`config.mk`:
```
export PLATFORM = sky130hd
export DESIGN_NAME = pe_cluster_sequencer
export DESIGN_NICKNAME = d
export VERILOG_FILES = /design/src/rtl/pe_seq_pkg.sv /design/src/rtl/pe_seq_lockstep_hs.sv /design/src/rtl/pe_cluster_sequencer.sv
export SDC_FILE = /design/constraint.sdc
export NUM_CORES = 1
export LEC_CHECK = 0
export ABC_AREA = 1
export BUFFER_PORTS_ARGS = -buffer_cell sky130_fd_sc_hd__clkbuf_2
export CAP_MARGIN = 20
export CORE_ASPECT_RATIO = 1.1
export CORE_MARGIN = 3
export CORE_UTILIZATION = 50
export CTS_CLUSTER_SIZE = 12
export DETAILED_ROUTE_END_ITERATION = 8
export PLACE_DENSITY = 0.75
export SLEW_MARGIN = 20
export SYNTH_ARGS = -nofsm -noshare
export SYNTH_HDL_FRONTEND = slang
export SYNTH_HIERARCHICAL = 1
export SYNTH_SLANG_ARGS = --single-unit
```
`constraint.sdc`:
```
create_clock -name clk_i -period 2.7 [get_ports clk_i]
set_clock_uncertainty 0.1 [all_clocks]
set_input_delay 0.135 -clock clk_i [delete_from_list [all_inputs] [get_ports clk_i]]
set_output_delay 0.135 -clock clk_i [all_outputs]
set_load 0.01 [all_outputs]
```
`src/rtl/pe_seq_pkg.sv`:
```
// Shared types and helpers for the PE cluster pass sequencer.
package pe_seq_pkg;

  typedef enum logic [2:0] {
    IDLE,
    WGHT,
    IACT,
    COMPUTE,
    WAIT,
    DRAIN,
    DONE
  } seq_state_e;

  localparam int NUM_GLB_IACT_DEF = 3;
  // The idle select code is one past the last valid iact lane index.
  localparam int IACT_IDLE_CODE   = NUM_GLB_IACT_DEF;

  function automatic int choose_w(input int num_glb_iact);
    return (num_glb_iact < 1) ? 1 : $clog2(num_glb_iact + 1);
  endfunction

endpackage

```
`src/rtl/pe_seq_lockstep_hs.sv`:
```
// N-lane valid/ready join: all lanes transfer together or none do.
module pe_seq_lockstep_hs #(
  parameter int LANES = 3
) (
  input  logic             active,
  input  logic [LANES-1:0] glb_valid,
  input  logic [LANES-1:0] pe_ready,
  output logic [LANES-1:0] pe_enable,
  output logic [LANES-1:0] glb_ready
);

  assign pe_enable = {LANES{active & (&glb_valid)}};
  assign glb_ready = {LANES{active & (&pe_ready)}};

endmodule

```
`src/rtl/pe_cluster_sequencer.sv`:
```
// Sequences one PE cluster pass: weight load, diagonal iact load, compute,
// fixed wait and psum drain. Cluster data buses bypass this block.
module pe_cluster_sequencer
  import pe_seq_pkg::*;
#(
  parameter int NUM_GLB_IACT = NUM_GLB_IACT_DEF,
  parameter int NUM_GLB_WGHT = 3,
  parameter int NUM_GLB_PSUM = 4,
  parameter int PE_ROWS      = 3,
  parameter int PE_COLUMNS   = 4,
  parameter int CNT_W        = 8,
  localparam int CW          = choose_w(NUM_GLB_IACT),
  localparam int NUM_PE      = PE_ROWS * PE_COLUMNS
) (
  input  logic                   clk_i,
  input  logic                   rst_i,
  input  logic                   start_i,
  input  logic                   abort_i,
  input  logic [CNT_W-1:0]       cfg_wght_words_i,
  input  logic [CNT_W-1:0]       cfg_iact_words_i,
  input  logic [CNT_W-1:0]       cfg_iact_groups_i,
  input  logic [CNT_W-1:0]       cfg_compute_cyc_i,
  input  logic [CNT_W-1:0]       cfg_psum_words_i,
  input  logic [NUM_GLB_WGHT-1:0] glb_wght_valid_i,
  output logic [NUM_GLB_WGHT-1:0] glb_wght_ready_o,
  output logic [NUM_GLB_WGHT-1:0] pe_wght_enable_o,
  input  logic [NUM_GLB_WGHT-1:0] pe_wght_ready_i,
  input  logic [NUM_GLB_IACT-1:0] glb_iact_valid_i,
  output logic [NUM_GLB_IACT-1:0] glb_iact_ready_o,
  output logic [NUM_GLB_IACT-1:0] pe_iact_enable_o,
  input  logic [NUM_GLB_IACT-1:0] pe_iact_ready_i,
  output logic [NUM_PE*CW-1:0]   iact_choose_o,
  output logic [NUM_PE-1:0]      compute_o,
  output logic [NUM_GLB_PSUM-1:0] psum_choose_o,
  output logic [NUM_GLB_PSUM-1:0] pe_router_psum_enable_o,
  input  logic [NUM_GLB_PSUM-1:0] pe_router_psum_ready_i,
  output logic                   busy_o,
  output logic                   done_o
);

  localparam int                 CH_W         = NUM_PE * CW;
  localparam logic [CNT_W-1:0]   CNT_ONE      = CNT_W'(1);
  localparam logic [CW-1:0]      IDLE_CODE    = CW'(NUM_GLB_IACT);
  localparam logic [CH_W-1:0]    IDLE_PATTERN = {NUM_PE{IDLE_CODE}};

  seq_state_e state, state_nxt;

  logic [CNT_W-1:0] wght_words, iact_words, iact_groups, compute_cyc, psum_words;
  logic [CNT_W-1:0] wght_cnt, word_cnt, grp_cnt, wait_cnt, psum_cnt;

  logic                    wght_beat, iact_beat, psum_beat;
  logic                    wght_last, word_last, grp_last, wait_last, psum_last;
  logic [NUM_GLB_PSUM-1:0] psum_grant;

  // PE (c,r) sits on diagonal c+r; group g feeds diagonals g*N .. g*N+N-1.
  function automatic logic [CH_W-1:0] diag_pattern(input logic [CNT_W-1:0] grp);
    logic [CH_W-1:0] pat;
    int              base;
    int              diag;
    pat  = IDLE_PATTERN;
    base = int'(grp) * NUM_GLB_IACT;
    for (int c = 0; c < PE_COLUMNS; c++) begin
      for (int r = 0; r < PE_ROWS; r++) begin
        diag = c + r;
        if (diag >= base && diag < base + NUM_GLB_IACT)
          pat[(c*PE_ROWS + r)*CW +: CW] = CW'(diag - base);
      end
    end
    return pat;
  endfunction

  function automatic seq_state_e after_wght(input logic [CNT_W-1:0] iw,
                                            input logic [CNT_W-1:0] ig);
    return (iw != '0 && ig != '0) ? IACT : COMPUTE;
  endfunction

  function automatic seq_state_e after_wait(input logic [CNT_W-1:0] pw);
    return (pw != '0) ? DRAIN : DONE;
  endfunction

  pe_seq_lockstep_hs #(.LANES(NUM_GLB_WGHT)) u_wght_hs (
    .active    (state == WGHT),
    .glb_valid (glb_wght_valid_i),
    .pe_ready  (pe_wght_ready_i),
    .pe_enable (pe_wght_enable_o),
    .glb_ready (glb_wght_ready_o)
  );

  pe_seq_lockstep_hs #(.LANES(NUM_GLB_IACT)) u_iact_hs (
    .active    (state == IACT),
    .glb_valid (glb_iact_valid_i),
    .pe_ready  (pe_iact_ready_i),
    .pe_enable (pe_iact_enable_o),
    .glb_ready (glb_iact_ready_o)
  );

  // The drain side has no upstream valid; the router ready alone gates it.
  pe_seq_lockstep_hs #(.LANES(NUM_GLB_PSUM)) u_psum_hs (
    .active    (state == DRAIN),
    .glb_valid ({NUM_GLB_PSUM{1'b1}}),
    .pe_ready  (pe_router_psum_ready_i),
    .pe_enable (pe_router_psum_enable_o),
    .glb_ready (psum_grant)
  );

  assign wght_beat = (&pe_wght_enable_o) & (&glb_wght_ready_o);
  assign iact_beat = (&pe_iact_enable_o) & (&glb_iact_ready_o);
  assign psum_beat = &psum_grant;

  assign wght_last = wght_beat && (wght_cnt == wght_words - CNT_ONE);
  assign word_last = (word_cnt == iact_words - CNT_ONE);
  assign grp_last  = (grp_cnt == iact_groups - CNT_ONE);
  assign wait_last = (wait_cnt == compute_cyc - CNT_ONE);
  assign psum_last = psum_beat && (psum_cnt == psum_words - CNT_ONE);

  always_comb begin
    state_nxt = state;
    unique case (state)
      IDLE:    if (start_i)
                 state_nxt = (cfg_wght_words_i != '0) ? WGHT
                           : after_wght(cfg_iact_words_i, cfg_iact_groups_i);
      WGHT:    if (wght_last) state_nxt = after_wght(iact_words, iact_groups);
      IACT:    if (iact_beat && word_last && grp_last) state_nxt = COMPUTE;
      COMPUTE: state_nxt = (compute_cyc != '0) ? WAIT : after_wait(psum_words);
      WAIT:    if (wait_last) state_nxt = after_wait(psum_words);
      DRAIN:   if (psum_last) state_nxt = DONE;
      DONE:    state_nxt = IDLE;
      default: state_nxt = IDLE;
    endcase
    if (abort_i) state_nxt = IDLE;
  end

  always_ff @(posedge clk_i or posedge rst_i) begin
    if (rst_i) begin
      state         <= IDLE;
      wght_words    <= '0;
      iact_words    <= '0;
      iact_groups   <= '0;
      compute_cyc   <= '0;
      psum_words    <= '0;
      wght_cnt      <= '0;
      word_cnt      <= '0;
      grp_cnt       <= '0;
      wait_cnt      <= '0;
      psum_cnt      <= '0;
      busy_o        <= 1'b0;
      done_o        <= 1'b0;
      compute_o     <= '0;
      psum_choose_o <= '0;
      iact_choose_o <= IDLE_PATTERN;
    end else begin
      state         <= state_nxt;
      busy_o        <= (state_nxt != IDLE);
      done_o        <= (state_nxt == DONE);
      compute_o     <= {NUM_PE{state_nxt == COMPUTE}};
      psum_choose_o <= {NUM_GLB_PSUM{state_nxt == DRAIN}};

      if (state == IDLE && start_i && !abort_i) begin
        wght_words  <= cfg_wght_words_i;
        iact_words  <= cfg_iact_words_i;
        iact_groups <= cfg_iact_groups_i;
        compute_cyc <= cfg_compute_cyc_i;
        psum_words  <= cfg_psum_words_i;
      end

      unique case (state)
        WGHT:  if (wght_beat) wght_cnt <= wght_last ? '0 : wght_cnt + CNT_ONE;
        IACT:  if (iact_beat) begin
                 if (word_last) begin
                   word_cnt <= '0;
                   grp_cnt  <= grp_last ? '0 : grp_cnt + CNT_ONE;
                 end else begin
                   word_cnt <= word_cnt + CNT_ONE;
                 end
               end
        WAIT:  wait_cnt <= wait_last ? '0 : wait_cnt + CNT_ONE;
        DRAIN: if (psum_beat) psum_cnt <= psum_last ? '0 : psum_cnt + CNT_ONE;
        default: ;
      endcase

      // Abort or pass end leaves every counter clean for the next start.
      if (state_nxt == IDLE) begin
        wght_cnt <= '0;
        word_cnt <= '0;
        grp_cnt  <= '0;
        wait_cnt <= '0;
        psum_cnt <= '0;
      end

      // Pattern for a group is loaded one edge ahead of its first beat.
      if (state_nxt != IACT)
        iact_choose_o <= IDLE_PATTERN;
      else if (state != IACT)
        iact_choose_o <= diag_pattern('0);
      else if (iact_beat && word_last)
        iact_choose_o <= diag_pattern(grp_cnt + CNT_ONE);
    end
  end

endmodule

```
==> flow_summary.ini <==
[final_layout]
layout.cells.non_filler = 1401
fillers = 1084
antenna_cells = 0
layout-drive-gt1-share_pct = 34.05
final_common_cell = nand2_1
nets = 1288
final_cell_mix = nand2_1 (187), clkbuf_2 (114), buf_4 (100)
areaGrowthSynthToFinish_pct = 33.75

[place]
dpl.hpwl_um = 13340
portBuffers = 117
dp.cells = 1315
place_ws_ps = -473.3
finalWeightedCongestion = 0.8490

[detailed_routing]
drt-wirelength-per-cell_um = 13.64
wl_um = 19110
drt_iter0_drc = 453
drc = 0
vias = 7060
vias_per_cell = 5.039
postRouteAntennaNets = 0
firstDrtPassIters = 6

[power_and_ir_drop]
power.internal_mw = 2.846
p_switching_mw = 1.234
p_comb_share_pct = 25.6
powerDensity_mw_per_mm2 = 415.6
pwr-share-clk_pct = 32.6
p_sw_share_pct = 30.25
total_power_mw = 4.080
power_frac_seq_pct = 41.8
leakage_nw = 4.640
ir_drop_mv = 0.4242

[clock_tree]
clock_tree.buffer_depth = 2
clock-sinks = 99
cts_tree = yes
numCtsBuffers = 9
clk-insertion-delay-late_ps = 350
clockRootBuffer = clkbuf_16
clk_pin_slew_ps = 70
h-tree-depth = 3

[worst_setup_path]
path_class = flop to flop
cp_top_family = simple AND/OR/NAND/NOR gates
crit_chain = buf_6 > nor2_4 > inv_2 > nor2_4 > nand2_2 > nor2_4 > nand2_1 > nor2_2 > nand3_2 > buf_4 > buf_4 > buf_4 > inv_1 > nand2_1 > o21ai_1 > nor2_2 > nor3_4 > buf_12 > o211ai_1 > nor2_1 > a21oi_1
max_stage_delay_ps = 390
slowest_stage = dfrtp_1
required_ps = 2870
cp.arrival_ps = 3250
critPathLaunchType = flop
ff2ff_path_depth = 21
path_depth = 21
crit_buf_inv = 7
critPathCaptureType = flop
cp_max_fo = 4

[logic_synthesis]
synthDistinctLibCells = 48
synth_seq_cells = 99
postSynthAreaPerCell_sq_um = 7.567
ys_warn_count = 6
netlist_instances = 970
synth_seq_area_share_pct = 33.96
syn_area_sq_mm = 0.007340

[sta]
fmax_ghz = 0.3245
hold_viol = 0
slew_viol_final = 0
fin_crit_sh_pct = 114.1
worst_slew_pin_slew_ps = 606.6
min_period_ps = 3082
slew_headroom_pct = 59.13
setup_violations = 57
rsz0062_at_grt = true
final.setup.worst_slack_ps = -381.7

[global_route]
grt_usage_pct = 23.70
first_global_vias = 6937
antenna_found_initial = 0
overflow = 0
grt_pass1_wl_um = 31590
grt_max_degree = 96

[floorplan]
ioPinCount = 118
die_w_um = 121.5
start_util_pct = 52.14
coreArea_sq_mm = 0.01408
die-area_sq_mm = 0.01617
dieHeight_um = 133.1
row_count = 45

[outcome]
violations = setup timing
status = finished, violations left

[run]
drv_cap = 0

[hold_path]
hold_depth = 2
min_path_type = input pin to flop
==> power by group through the flow <==
stage	combinational (mW)	clock (mW)	sequential, mW
after floorplan	0.668	0	1.71
after global placement	0.900	0	1.72
after detailed placement	0.927	0	1.73
after CTS	1.02	1.35	1.70
after global routing	1.18	1.42	1.72
final	1.05	1.33	1.70
==> routing by layer <==
layer	track usage, %	vias up	wire length, um	share of wire (%)
met5	0	-	0	0
met4	7.534	0	506	2.6
met3	3.463	39	848	4.4
met2	40.43	190	9496	50
met1	30.87	3274	8255	43
li1	-	3557	-	-
==> per-stage QoR <==
stage / setup TNS [ps] / cell area, sq um / hold slack (ps) / utilization, %
finish: -16680 / 9817 / 53.56 / 69.74
detailed placement: -23290 / 8547 / -62.62 / 60.72
global route: -28250 / 9817 / 46.29 / 69.74
CTS: -16370 / 9572 / 33.56 / 68.00
global placement: -20220 / 8547 / -60.88 / 60.72
floorplan: -4611 / 7398 / 104.6 / -
==> worst paths after layout <==
path / startpoint / endpoint / slack, ps
max: state[2] / iact_choose_o[0] / -380
min: abort_i / done_o / 50
max reg2reg: state[2] / iact_choose_o[0] / -380
min reg2reg: iact_choose_o[1] / iact_choose_o[1] / 410
max in group asynchronous: rst_i / iact_choose_o[7] / 1620
min in group asynchronous: rst_i / done_o / 130
==> state kept, by name, summed over array words and instances (netlist names) <==
signal / cells
psum_words: 8
iact_groups: 8
compute_o: 1
busy_o: 1
grp_cnt: 8
state: 3
wght_cnt: 8
done_o: 1
psum_cnt: 8
psum_choose_o: 1
wght_words: 8
compute_cyc: 8
iact_words: 8
word_cnt: 8
wait_cnt: 8
iact_choose_o: 12
==> cells by family after synthesis <==
family,synth area share [%]
multiplexers,1.978
buffers and inverters,11.46
AO/OA/AOI/OAI,6.631
other,0.05109
AND/OR/NAND/NOR,33.69
XOR/XNOR,8.831
adder cells (fa/ha/maj),3.409
flip-flops,33.96
==> Yosys cell counts, drive strengths merged <==
| cell | instances | share of area (%) |
|---|---|---|
| a211oi | 2 | 0.20 |
| a21oi | 27 | 1.9 |
| a22oi | 1 | 0.10 |
| and3 | 2 | 0.17 |
| buf | 46 | 5.0 |
| clkbuf | 7 | 0.36 |
| clkinv | 2 | 0.17 |
| conb | 1 | 0.051 |
| dfrtp | 87 | 30 |
| dfstp | 12 | 4.3 |
| ha | 20 | 3.4 |
| inv | 115 | 5.9 |
| mux2 | 12 | 1.8 |
| mux2i | 1 | 0.14 |
| nand2 | 212 | 12 |
| nand3 | 79 | 6.1 |
| nand3b | 6 | 0.61 |
| nand4 | 19 | 1.8 |
| nor2 | 132 | 7.8 |
| nor3 | 30 | 3.4 |
| nor3b | 4 | 0.41 |
| nor4 | 10 | 0.85 |
| o211ai | 3 | 0.31 |
| o21ai | 51 | 3.5 |
| o21bai | 2 | 0.20 |
| o22ai | 4 | 0.34 |
| or2 | 9 | 0.77 |
| xnor2 | 22 | 2.6 |
| xor2 | 52 | 6.2 |
==> area by class of cell <==
type                    count  area (sq um)  share of cell area (%)
inverters                 117         457.9                   4.665
repair buffers            277          2023                   20.61
clock buffers              13         292.8                   2.982
well taps                 188         235.2                   2.396
clock inverters             3         16.27                  0.1657
multi-input cells         704          4299                   43.79
flip-flops and latches     99          2492                   25.39
==> timing repair <==
action,CTS,global route
resized for setup,40,46
setup endpoints to repair,57,61
pin swaps,17,21
buffers inserted,20,12
endpoints found under the hold margin,127,0
hold buffers,41,0
(Power assumes the default switching activity.)
